[config.mk]
export PLATFORM = sky130hd
export DESIGN_NAME = ts_monomial_sequencer
export DESIGN_NICKNAME = d
export VERILOG_FILES = /design/src/rtl/ts_sbox_pkg.sv /design/src/rtl/ts_monomial_eval.sv /design/src/rtl/ts_monomial_sequencer.sv
export SDC_FILE = /design/constraint.sdc
export NUM_CORES = 1
export LEC_CHECK = 0
export ABC_AREA = 1
export CELL_PAD_IN_SITES_DETAIL_PLACEMENT = 2
export CELL_PAD_IN_SITES_GLOBAL_PLACEMENT = 2
export CORE_UTILIZATION = 25
export CTS_BUF_LIST = sky130_fd_sc_hd__clkbuf_8
export DETAILED_ROUTE_END_ITERATION = 10
export PLACE_DENSITY = 0.85
export SLEW_MARGIN = 10
export SYNTH_ARGS = -nofsm -noshare
export SYNTH_HDL_FRONTEND = slang
export SYNTH_SLANG_ARGS = --single-unit
[constraint.sdc]
create_clock -name clk -period 1.8 [get_ports clk]
set_input_delay 0.45 -clock clk [delete_from_list [all_inputs] [get_ports clk]]
set_output_delay 0.45 -clock clk [all_outputs]
set_load 0.02 [all_outputs]
[src/rtl/ts_sbox_pkg.sv]
// rtl/ts_sbox_pkg.sv - shared state type and monomial enumeration helpers
package ts_sbox_pkg;

  typedef enum logic {
    IDLE = 1'b0,
    RUN  = 1'b1
  } state_e;

  function automatic int bit_count(input int v);
    int n;
    n = 0;
    for (int b = 0; b < 32; b++) n += (v >> b) & 1;
    return n;
  endfunction

  function automatic int monomial_count(input int n_in, input int max_deg);
    int cnt;
    cnt = 0;
    for (int d = 1; d <= max_deg; d++)
      for (int v = (1 << n_in) - 1; v >= 0; v--)
        if (bit_count(v) == d) cnt++;
    return cnt;
  endfunction

  // Within one degree, lexicographic order over variables (variable 0 = MSB)
  // equals descending numeric order of the select masks.
  function automatic int monomial_mask(input int n_in, input int max_deg, input int j);
    int cnt;
    int res;
    cnt = 0;
    res = 0;
    for (int d = 1; d <= max_deg; d++)
      for (int v = (1 << n_in) - 1; v >= 0; v--)
        if (bit_count(v) == d) begin
          if (cnt == j) res = v;
          cnt++;
        end
    return res;
  endfunction

endpackage

[src/rtl/ts_monomial_eval.sv]
// rtl/ts_monomial_eval.sv - masked evaluation of all monomials of one share
module ts_monomial_eval
  import ts_sbox_pkg::*;
#(
  parameter int N_IN    = 4,
  parameter int MAX_DEG = 3,
  parameter int M       = monomial_count(N_IN, MAX_DEG)
) (
  input  logic [N_IN-1:0] share_i,
  input  logic [M-1:0]    mask_i,
  output logic [M-1:0]    sub1_o,
  output logic [M-1:0]    sub2_o
);

  logic [M-1:0] mono;

  for (genvar j = 0; j < M; j++) begin : g_mono
    localparam int SEL_INT = monomial_mask(N_IN, MAX_DEG, j);
    localparam logic [N_IN-1:0] SEL = SEL_INT[N_IN-1:0];
    // Unselected variables are forced to 1 so the AND-reduce sees only the monomial's variables.
    assign mono[j] = &(share_i | ~SEL);
  end

  assign sub1_o = mono ^ mask_i;
  assign sub2_o = mask_i;

endmodule

[src/rtl/ts_monomial_sequencer.sv]
// rtl/ts_monomial_sequencer.sv - refreshes a shared S-box input and emits masked monomials one share per cycle
module ts_monomial_sequencer
  import ts_sbox_pkg::*;
#(
  parameter int N_IN     = 4,
  parameter int MAX_DEG  = 3,
  parameter int N_SHARES = 2,
  localparam int M       = monomial_count(N_IN, MAX_DEG),
  localparam int IDX_W   = ($clog2(N_SHARES) > 1) ? $clog2(N_SHARES) : 1
) (
  input  logic                         clk,
  input  logic                         rst_n,
  input  logic                         in_valid,
  output logic                         in_ready,
  input  logic [N_SHARES*N_IN-1:0]     in_shares,
  input  logic [(N_SHARES-1)*N_IN-1:0] rand_comp,
  input  logic [M-1:0]                 rand_fresh,
  output logic                         rand_req,
  output logic                         out_valid,
  input  logic                         out_ready,
  output logic [IDX_W-1:0]             out_idx,
  output logic                         out_last,
  output logic [M-1:0]                 out_sub1,
  output logic [M-1:0]                 out_sub2
);

  state_e           state_q, state_d;
  logic [N_IN-1:0]  share_q [N_SHARES];
  logic [N_IN-1:0]  share_d [N_SHARES];
  logic [N_IN-1:0]  refreshed [N_SHARES];
  logic             out_valid_q, out_valid_d;
  logic [IDX_W-1:0] out_idx_q, out_idx_d;
  logic [M-1:0]     out_sub1_q, out_sub1_d;
  logic [M-1:0]     out_sub2_q, out_sub2_d;
  logic [N_IN-1:0]  comp_acc;
  logic [N_IN-1:0]  eval_share;
  logic [M-1:0]     eval_sub1, eval_sub2;
  logic             last, out_hs, accept;

  always_comb begin
    comp_acc = '0;
    for (int s = 0; s < N_SHARES - 1; s++) begin
      refreshed[s] = in_shares[s*N_IN +: N_IN] ^ rand_comp[s*N_IN +: N_IN];
      comp_acc     = comp_acc ^ rand_comp[s*N_IN +: N_IN];
    end
    refreshed[N_SHARES-1] = in_shares[(N_SHARES-1)*N_IN +: N_IN] ^ comp_acc;
  end

  assign last     = (out_idx_q == IDX_W'(N_SHARES - 1));
  assign out_hs   = out_valid_q && out_ready;
  assign in_ready = (state_q == IDLE) || (out_hs && last);
  assign accept   = in_valid && in_ready;
  assign rand_req = accept || (out_hs && !last);

  // A new input evaluates its refreshed share 0 directly; otherwise the next stored share.
  always_comb begin
    eval_share = refreshed[0];
    if (!accept) begin
      eval_share = '0;
      for (int s = 1; s < N_SHARES; s++)
        if (out_idx_q == IDX_W'(s - 1)) eval_share = share_q[s];
    end
  end

  ts_monomial_eval #(
    .N_IN   (N_IN),
    .MAX_DEG(MAX_DEG),
    .M      (M)
  ) u_eval (
    .share_i(eval_share),
    .mask_i (rand_fresh),
    .sub1_o (eval_sub1),
    .sub2_o (eval_sub2)
  );

  always_comb begin
    state_d     = state_q;
    share_d     = share_q;
    out_valid_d = out_valid_q;
    out_idx_d   = out_idx_q;
    out_sub1_d  = out_sub1_q;
    out_sub2_d  = out_sub2_q;
    if (accept) begin
      state_d     = RUN;
      share_d     = refreshed;
      out_valid_d = 1'b1;
      out_idx_d   = '0;
      out_sub1_d  = eval_sub1;
      out_sub2_d  = eval_sub2;
    end else if (out_hs && !last) begin
      out_idx_d  = out_idx_q + IDX_W'(1);
      out_sub1_d = eval_sub1;
      out_sub2_d = eval_sub2;
    end else if (out_hs) begin
      state_d     = IDLE;
      out_valid_d = 1'b0;
      out_idx_d   = '0;
    end
  end

  always_ff @(posedge clk or negedge rst_n) begin
    if (!rst_n) begin
      state_q     <= IDLE;
      out_valid_q <= 1'b0;
      out_idx_q   <= '0;
      out_sub1_q  <= '0;
      out_sub2_q  <= '0;
      for (int s = 0; s < N_SHARES; s++) share_q[s] <= '0;
    end else begin
      state_q     <= state_d;
      out_valid_q <= out_valid_d;
      out_idx_q   <= out_idx_d;
      out_sub1_q  <= out_sub1_d;
      out_sub2_q  <= out_sub2_d;
      for (int s = 0; s < N_SHARES; s++) share_q[s] <= share_d[s];
    end
  end

  assign out_valid = out_valid_q;
  assign out_idx   = out_idx_q;
  assign out_last  = last;
  assign out_sub1  = out_sub1_q;
  assign out_sub2  = out_sub2_q;

endmodule

==> metrics.md <==
| Metric | Value |
|---|---|
| Worst Hold Path EP | `out_sub2[4]` |
| Clock buffer depth | `2` |
| Leak | `1.34 nW` |
| Drt pass-1 iters | `4` |
| Total die area | `0.00758 mm^2` |
| CTS tree | `done` |
| Crit path from | `out_sub1[11]` |
| Clock Tree Root | `clkbuf_8` |
| Post-Synthesis Cell Area | `0.00181 mm^2` |
| Die width | `87.0 um` |
| Final wirelength | `6240 um` |
| Crit end category | `primary output` |
| Final setup vio count | `0` |
| Initial Util | `26.2%` |
| Port buffer count | `62` |
| Worst-skew pair later-pin latency | `0.28 ns` |
| PD cells | `1660 mW/mm^2` |
| Buf/Inv on CP | `1` |
| Main combinational cell family by area after synthesis | `simple AND/OR/NAND/NOR gates` |
| Area grow syn2layout | `55.7%` |
| # IOs | `63` |
| Layout Nets | `348` |
| Worst r2r src | `out_idx` |
| Hold Startpoint | `out_sub2[4]` |
| Fin crit share | `96.4%` |
| CP required | `1.35 ns` |
| Die height | `87.0 um` |
| Max IR drop VDD | `0.577 mV` |
| Sequential fraction of the synthesis area | `47.1%` |
| Ant. Diodes | `0` |
| Share of the synthesized area in the top cell type | `47.1%` |
| Worst r2r dst | `out_sub1[13]` |
| R2R depth | `9` |
| Period minus WS final | `1.74 ns` |
| Via Count | `1872` |
| Setup TNS | `0 ns` |
| Total setup buffers inserted after CTS | `0` |
| Top cells by area, synth | `dfrtp_1, nand2_1, nand3_1` |
| Max H-tree Level | `2` |
| Cells after Synth | `232` |
| Mux cell area share after synthesis | `0%` |
| DRT antenna net count | `0` |
| FP Rows | `30` |
| Yosys Warn Count | `0` |
| Finished Layout Cells | `415` |
| Post-DP HPWL | `4790 um` |
| Cell taking the most area after synthesis | `dfrtp_1` |
| Adder-cell share of the synthesized area | `0%` |
| Initial DRC Count | `44` |
| Vias/cell | `4.51` |
| Hold Vio Cnt, Final | `0` |
| Outcome | `finished, final reports clean` |
| Util after Layout | `40.8%` |
| Critical Path Fanout Max | `2` |
| CTS sink count | `34` |
| Cts bufs inserted | `5` |
| Crit Path Class | `flip-flop to primary output` |
| GPL Wtd Cong | `0.807` |
| Synth cell types | `22` |
| Max Cap Viol | `0` |
| Routed len/inst | `15.0 um` |
| Avg Inst Size Synth | `7.79 um^2` |
| Slowest stage delay, CP | `0.63 ns` |
| Final setup skew | `0.00669 ns` |
| RSZ-0062 raised after global routing | `false` |
| Core Area | `0.00691 mm^2` |
| Synthesized flop and latch total | `34` |
| Cells after DPL | `407` |
| Initial antenna violation count | `0` |
| Hold Path Class | `flip-flop to flip-flop` |
| CP delay by family, top | `buffers and inverters` |
| Worst R2R Setup Slack | `0.20 ns` |
| Crit path cell chain | `clkdlybuf4s50_1` |
| Worst-Margin Slew | `0.373 ns` |
| Syn nets | `262` |
| CP arrival | `1.29 ns` |
| Post-Synth Simple-Gate Area | `37.0%` |
| Rel. slew slack | `75.1%` |
| GRT Residual Overflow | `0` |
| Largest net degree at the start of global routing | `41` |
| Share of cells above drive strength 1 | `15.4%` |
| Drc violations | `0` |
| First-pass GRT wire length | `10700 um` |
| Vias in the first global route | `2168` |
| Crit-path slowest cell | `clkdlybuf4s50_1` |
| Post-Synth XOR/XNOR Area | `2.91%` |
| Startpoint type of the worst setup path | `flip-flop` |
| Power Total | `4.68 mW` |
| Fmax | `576 MHz` |
| # fillers | `810` |
| Final Slew Violations | `0` |
| Synth Area in Compound Gates | `6.30%` |
| Clock-pin slew on the worst setup and hold paths | `0.07 ns` |
| Hold Path Cell Cnt | `2` |
| Total GRT Usage | `18.4%` |
layout make-up:
type	instances	area (um^2)	share of cell area, %
flip-flops and latches	34	851	30.2
multi-input cells	174	847	30.1
repair buffers	87	815	28.9
well taps	96	120	4.27
inverters	16	76.3	2.71
clock buffers	5	68.8	2.44
clock inverters	3	37.5	1.33
cells in the final DEF (no fill, tap or decap), types with 2 or more instances in the layout:
master,instances
o21bai_1,4
nand2_4,2
nor2_4,6
xnor2_1,5
dfrtp_1,34
nor2_1,25
nand3_1,27
clkdlybuf4s50_1,55
nor2_2,2
nand2_2,3
o211ai_1,6
clkbuf_8,5
o21ai_0,5
dlygate4sd2_1,4
nand2_1,86
inv_1,15
buf_4,24
timing repair:
item | 4_1_cts | 5_1_grt
setup endpoints to repair | 33 | 10
gates resized for setup | 17 | 5
hold buffers | 0 | 0
worst reg2reg max path, cell delays in order (launching register included):
cell and delay, ns:
dfrtp_1 0.41, nand2_2 0.08, nand2_2 0.09, buf_4 0.12
buf_4 0.11, nand3_1 0.07, nand2_1 0.30, nand3_1 0.14
nand2_1 0.08, nand3_1 0.08
logic make-up (layout without fill, tap and decap cells):
family          count (synthesis)  count (layout)
flops                          34              34
compound gates                 17              17
xor+xnor                        6               6
buf+inv                        24             111
simple gates                  151             151
cells in the mapped netlist (all sizes together):
library cell   n
xor2           1
inv           15
o21ai          6
o211ai         6
dfrtp         34
nand3         27
a21oi          1
o21bai         4
buf            8
nor2          33
clkinv         1
xnor2          5
nand2         91
power breakdown:
part	internal (mW)	switching, mW	total (mW)
clock	0.403	0.289	0.692
sequential	1.13	0.226	1.36
combinational	1.14	1.49	2.63
registers in the layout, summed over array words and instances (netlist names):
register / flops
out_idx: 1
share_q: 4
out_sub2: 14
out_valid: 1
out_sub1: 14
worst max-delay path by stage:
stage / to / depth (start not counted) / slack [ns]
2_1_floorplan: rand_req / 5 / 0.14
3_3_place_gp: rand_req / 6 / -0.48
3_5_place_dp: out_sub1[3] / 10 / -0.56
4_1_cts: out_sub1[13] / 10 / 0.01
5_1_grt: out_sub1[11] / 1 / 0.01
6_report: out_sub1[11] / 1 / 0.06
per-layer routing:
metal	wire, um	GRT usage [%]	up-vias
met4	65	6.06	0
met2	3340	33.0	43
met1	2640	22.4	921
met3	194	3.03	4
li1	-	-	904
met5	0	0	-
through the flow:
step	hold slack [ns]	area (um^2)	setup slack, ns
final	0.472	2820	0.0646
after global routing	0.507	2820	0.0140
after global placement	0.453	2690	-0.477
after CTS	0.476	2800	0.00951
after detailed placement	0.457	2690	-0.557
after floorplan	0.154	1810	0.136
(Power assumes the default switching activity.)
